**src/rtl/bp_me_wormhole_flit_assembler.sv**
```systemverilog
// Receive-side wormhole flit assembler: collects header-on-LSB flits into one packet
// buffer, strips x/y/len and presents the payload on a valid/ready interface.
module bp_me_wormhole_flit_assembler #(
  parameter int max_num_flit_p   = 4,
  parameter int x_cord_width_p   = 4,
  parameter int y_cord_width_p   = 4,
  parameter int payload_width_p  = 118,
  localparam int len_width_lp    = $clog2(max_num_flit_p),
  localparam int packet_width_lp = x_cord_width_p + y_cord_width_p + len_width_lp + payload_width_p,
  localparam int flit_width_lp   = (packet_width_lp + max_num_flit_p - 1) / max_num_flit_p
) (
  input  logic                       clk_i,
  input  logic                       reset_n_i,
  input  logic [x_cord_width_p-1:0]  my_x_i,
  input  logic [y_cord_width_p-1:0]  my_y_i,
  input  logic [flit_width_lp-1:0]   flit_i,
  input  logic                       flit_v_i,
  output logic                       flit_ready_o,
  output logic [payload_width_p-1:0] payload_o,
  output logic                       v_o,
  input  logic                       ready_i,
  output logic                       misroute_o,
  output logic                       len_err_o
);

  localparam int payload_offset_lp = x_cord_width_p + y_cord_width_p + len_width_lp;
  localparam int buf_width_lp      = max_num_flit_p * flit_width_lp;
  localparam logic [len_width_lp:0] len_max_lp = (len_width_lp + 1)'(max_num_flit_p - 1);

  typedef enum logic [1:0] {S_IDLE, S_COLLECT, S_FULL} state_e;

  state_e                    r_state;
  logic [len_width_lp-1:0]   r_cnt;
  logic [len_width_lp-1:0]   r_len;
  logic                      r_misroute;
  logic                      r_len_err;
  logic [flit_width_lp-1:0]  r_slot [max_num_flit_p];

  logic                      w_xfer;
  logic                      w_hdr_xfer;
  logic                      w_body_xfer;
  logic [x_cord_width_p-1:0] w_hdr_x;
  logic [y_cord_width_p-1:0] w_hdr_y;
  logic [len_width_lp-1:0]   w_hdr_len;
  logic [len_width_lp:0]     w_len_diff;
  logic                      w_hdr_len_err;
  logic [len_width_lp-1:0]   w_len_eff;
  logic [buf_width_lp-1:0]   w_buf;
  logic                      w_unused_hdr_bits;

  assign w_hdr_x   = flit_i[0 +: x_cord_width_p];
  assign w_hdr_y   = flit_i[x_cord_width_p +: y_cord_width_p];
  assign w_hdr_len = flit_i[x_cord_width_p + y_cord_width_p +: len_width_lp];

  // Borrow out of (max-1) - len flags an oversize length without a constant-range compare.
  assign w_len_diff    = len_max_lp - {1'b0, w_hdr_len};
  assign w_hdr_len_err = w_len_diff[len_width_lp];
  assign w_len_eff     = w_hdr_len_err ? len_max_lp[len_width_lp-1:0] : w_hdr_len;

  // In FULL, the router side may only move when the consumer drains this cycle.
  assign flit_ready_o = reset_n_i & ((r_state == S_FULL) ? ready_i : 1'b1);
  assign w_xfer       = flit_v_i & flit_ready_o;
  assign w_hdr_xfer   = w_xfer & (r_state != S_COLLECT);
  assign w_body_xfer  = w_xfer & (r_state == S_COLLECT);

  assign v_o        = (r_state == S_FULL);
  assign misroute_o = r_misroute;
  assign len_err_o  = r_len_err;

  always_ff @(posedge clk_i or negedge reset_n_i) begin
    if (!reset_n_i) begin
      r_state    <= S_IDLE;
      r_cnt      <= '0;
      r_len      <= '0;
      r_misroute <= 1'b0;
      r_len_err  <= 1'b0;
    end else begin
      if (w_hdr_xfer) begin
        r_cnt   <= len_width_lp'(1);
        r_len   <= w_len_eff;
        r_state <= (w_len_eff == '0) ? S_FULL : S_COLLECT;
        if ((w_hdr_x != my_x_i) || (w_hdr_y != my_y_i))
          r_misroute <= 1'b1;
        if (w_hdr_len_err)
          r_len_err <= 1'b1;
      end else begin
        case (r_state)
          S_COLLECT: begin
            if (w_body_xfer) begin
              if (r_cnt == r_len)
                r_state <= S_FULL;
              else
                r_cnt <= r_cnt + 1'b1;
            end
          end
          S_FULL: begin
            if (ready_i)
              r_state <= S_IDLE;
          end
          S_IDLE:  r_state <= S_IDLE;
          default: r_state <= S_IDLE;
        endcase
      end
    end
  end

  // A header wipes every slot, so slots past len read back as zero.
  for (genvar gi = 0; gi < max_num_flit_p; gi++) begin : g_slot
    always_ff @(posedge clk_i or negedge reset_n_i) begin
      if (!reset_n_i) begin
        r_slot[gi] <= '0;
      end else if (w_hdr_xfer) begin
        r_slot[gi] <= (gi == 0) ? flit_i : '0;
      end else if (w_body_xfer && (r_cnt == len_width_lp'(gi))) begin
        r_slot[gi] <= flit_i;
      end
    end
    assign w_buf[gi*flit_width_lp +: flit_width_lp] = r_slot[gi];
  end

  assign payload_o = w_buf[payload_offset_lp +: payload_width_p];

  assign w_unused_hdr_bits = &{1'b0, w_buf[payload_offset_lp-1:0]};

endmodule

```
**config.mk**
```make
export PLATFORM = sky130hd
export DESIGN_NAME = bp_me_wormhole_flit_assembler
export DESIGN_NICKNAME = d
export VERILOG_FILES = /design/src/rtl/bp_me_wormhole_flit_assembler.sv
export SDC_FILE = /design/constraint.sdc
export NUM_CORES = 1
export LEC_CHECK = 0
export BUFFER_PORTS_ARGS = -buffer_cell sky130_fd_sc_hd__buf_2
export CAP_MARGIN = 20
export CORE_MARGIN = 2
export CORE_UTILIZATION = 30
export DETAILED_ROUTE_END_ITERATION = 7
export PLACE_DENSITY = 0.55
export SLEW_MARGIN = 10
export SYNTH_ARGS = -nofsm -noshare
export SYNTH_HDL_FRONTEND = slang
export SYNTH_SLANG_ARGS = --single-unit
```
**constraint.sdc**
```tcl
create_clock -name clk_i -period 2 [get_ports clk_i]
set_input_delay 0.4 -clock clk_i [delete_from_list [all_inputs] [get_ports clk_i]]
set_output_delay 0.4 -clock clk_i [all_outputs]
set_load 0.02 [all_outputs]
```
==> metrics.md <==
| Metric | Value |
|---|---|
| Via/cell ratio | 4.842 |
| Worst-Skew Late Latency | 0.40 ns |
| DRT Pass-1 Iters | 4 |
| Share of cells above drive strength 1 | 47.22% |
| Yosys Warn Count | 0 |
| CTS max path bufs | 2 |
| CTS sink count | 125 |
| Fin Setup TNS | 0 ns |
| Yosys cell types | 29 |
| Reg clk slew, reported paths | 0.05 ns |
| GR Overflow Total | 0 |
| # fillers | 1532 |
| Crit-path max FO | 5 |
| Root buf cell | clkbuf_16 |
| Starting density of the core | 30.68% |
| Slew Limit Fails | 0 |
| Num CTS Buffers | 17 |
| Critical R2R Capture | payload_o[39] |
| PwrDens | 1601 nW/um^2 |
| H-tree depth | 4 |
| Most common cell after layout, fill and taps aside | buf_2 |
| Total GRT Usage | 15.70% |
| Cells after Synth | 319 |
| Initial antenna violation count | 1 |
| Die height | 131.5 um |
| Syn nets | 367 |
| CP Launch Type | flip-flop |
| Hold_buf cts | 0 |
| Area grow syn2layout | 35.12% |
| CTS tree | yes |
| Post-Syn Area per Cell | 15.28 um^2 |
| DPL Wire Length | 8.647 mm |
| DRT Wirelength | 13.24 mm |
| Vias in the first global route | 3588 |
| Die Area | 17280 um^2 |
| R2R setup slack | 0.24 ns |
| Ant diodes | 0 |
| Gr busiest metal | met2 |
| Sequential area share after synthesis | 64.18% |
| Worst setup path startpoint | r_state[1] |
| RSZ-0062 raised after global routing | false |
| Maximum VDD drop | 648.3 uV |
| Power Total | 10.55 mW |
| Global Route met3 Usage | 5.054% |
| Post-CTS setup buffers | 0 |
| LEAKAGE | 3.480 nW |
| Post-DRT Antenna Nets | 0 |
| Yosys reg bits | 125 |
| HP Class | primary input to async pin |
| Crit path time final | 1.793 ns |
| Placed insts | 689 |
| Residual DRC | 0 |
| Max-Cap Viols | 0 |
| IO Port Bufs | 164 |
| IO Pins | 166 |
| Worst Path Arrival | 1.39 ns |
| Post-CTS sizing | 0 |
| Non-Filler Instances | 720 |
| Achievable Freq | 557.7 MHz |
| First-pass GRT wire length | 20.99 mm |
| Vias | 3486 |
| Area of the mapped netlist | 4873 um^2 |
| Required @ worst endpoint | 1.60 ns |
| Worst Skew | 0.009872 ns |
| Pin count of the biggest net entering global routing | 127 |
| Met2 usage | 24.29% |
| DR iter-0 viols | 215 |
| Final Setup Violations | 0 |
| RePlAce Congestion | 0.7774 |
| Drt wl/cell | 18.39 um |
| Nets | 540 |
| FF-to-FF Start | r_cnt[1] |
| Worst Reg-to-Reg Cells | 4 |
| Crit. End Element | output port |
| Final Hold Violating Endpoints | 0 |
| Commonest cells after routing, fill and taps aside | buf_2 (163), dfrtp_1 (125), a22o_1 (97) |
| Critical path class | flip-flop to output port |
| Post-route clock period utilization | 89.66% |
| Rows | 46 |
| Slew HR | 48.81% |
| Outcome | finished clean |
| Grt met1 use | 21.13% |
| Core area | 15890 um^2 |
| Worst Tran Pin Value | 0.7678 ns |
| Die X | 131.5 um |
## layer usage
metal	part of all wire, %	up-vias
li1	-	1544
met4	0.95	2
met1	46	1808
met2	47	121
met3	6.4	11
met5	0.076	-
## kinds of logic after synthesis
logic type,after synthesis,share of synthesized area (%)
mux,25,7.291
other cells,1,0.07695
xor+xnor,10,1.797
flops,125,64.18
simple gates,20,2.619
buf+inv,27,4.159
compound gates,107,18.84
fa+ha+maj,4,1.027
## sequential cells by signal, summed over array words and instances (netlist names)
register    cells
r_cnt           2
misroute_o      1
payload_o     118
r_state         2
r_len           2
## Yosys cell counts (all sizes together)
| cell | n | area, um^2 |
|---|---|---|
| a22o | 97 | 849.6 |
| a32oi | 2 | 17.52 |
| and2 | 3 | 18.77 |
| and3 | 1 | 6.260 |
| buf | 24 | 191.4 |
| conb | 1 | 3.750 |
| dfrtp | 125 | 3128 |
| ha | 4 | 50.05 |
| inv | 3 | 11.26 |
| mux2 | 24 | 345.3 |
| mux2i | 1 | 10.01 |
| nand2 | 3 | 11.26 |
| nand2b | 2 | 15.02 |
| nand4 | 2 | 12.51 |
| nor2 | 3 | 13.77 |
| nor2b | 3 | 18.77 |
| nor3 | 1 | 5.000 |
| nor3b | 1 | 18.77 |
| o21a | 1 | 15.01 |
| o21ai | 6 | 30.02 |
| o22ai | 1 | 6.260 |
| or4 | 1 | 7.510 |
| xnor2 | 10 | 87.58 |
## worst max-delay path: stages (launching register included)
cell	delay, ns
dfrtp_1	0.37
buf_4	0.15
nor3b_4	0.16
nor2b_1	0.14
buf_2	0.19
## worst max path at each step
stage / slack (ns) / endpoint / depth (start not counted)
2_1_floorplan: 0.50 / payload_o[0] / 5
3_3_place_gp: 0.23 / payload_o[39] / 5
3_5_place_dp: 0.15 / payload_o[31] / 5
4_1_cts: 0.16 / flit_ready_o / 4
5_1_grt: 0.11 / payload_o[46] / 4
6_report: 0.21 / flit_ready_o / 4
## cell type report
type                            instances  area (um^2)  area share [%]
Sequential cell                       125         3128           47.50
Multi-Input combinational cell        167         1578           23.96
Timing Repair Buffer                  178        965.9           14.67
Clock buffer                           27        533.0           8.094
Tap cell                              216        270.3           4.104
Clock inverter                          4        98.84           1.501
Inverter                                3        11.26          0.1710
## report_power, final
group / switching (mW) / internal (mW) / total (mW)
Sequential: 0.495 / 3.33 / 3.82
Combinational: 2.04 / 1.47 / 3.51
Clock: 1.03 / 2.19 / 3.22
## metrics by stage
step	utilization [%]	area, um^2	setup slack [ns]	hold WS (ns)
CTS	41.45	6585	0.1629	0.1761
floorplan	-	4873	0.5020	0.1044
global placement	37.48	5953	0.2257	0.4496
global route	41.45	6585	0.1061	0.1837
detailed placement	37.48	5953	0.1535	0.4573
finish	41.45	6585	0.2068	0.1180
No activity file was read; power rests on OpenSTA's default activity.
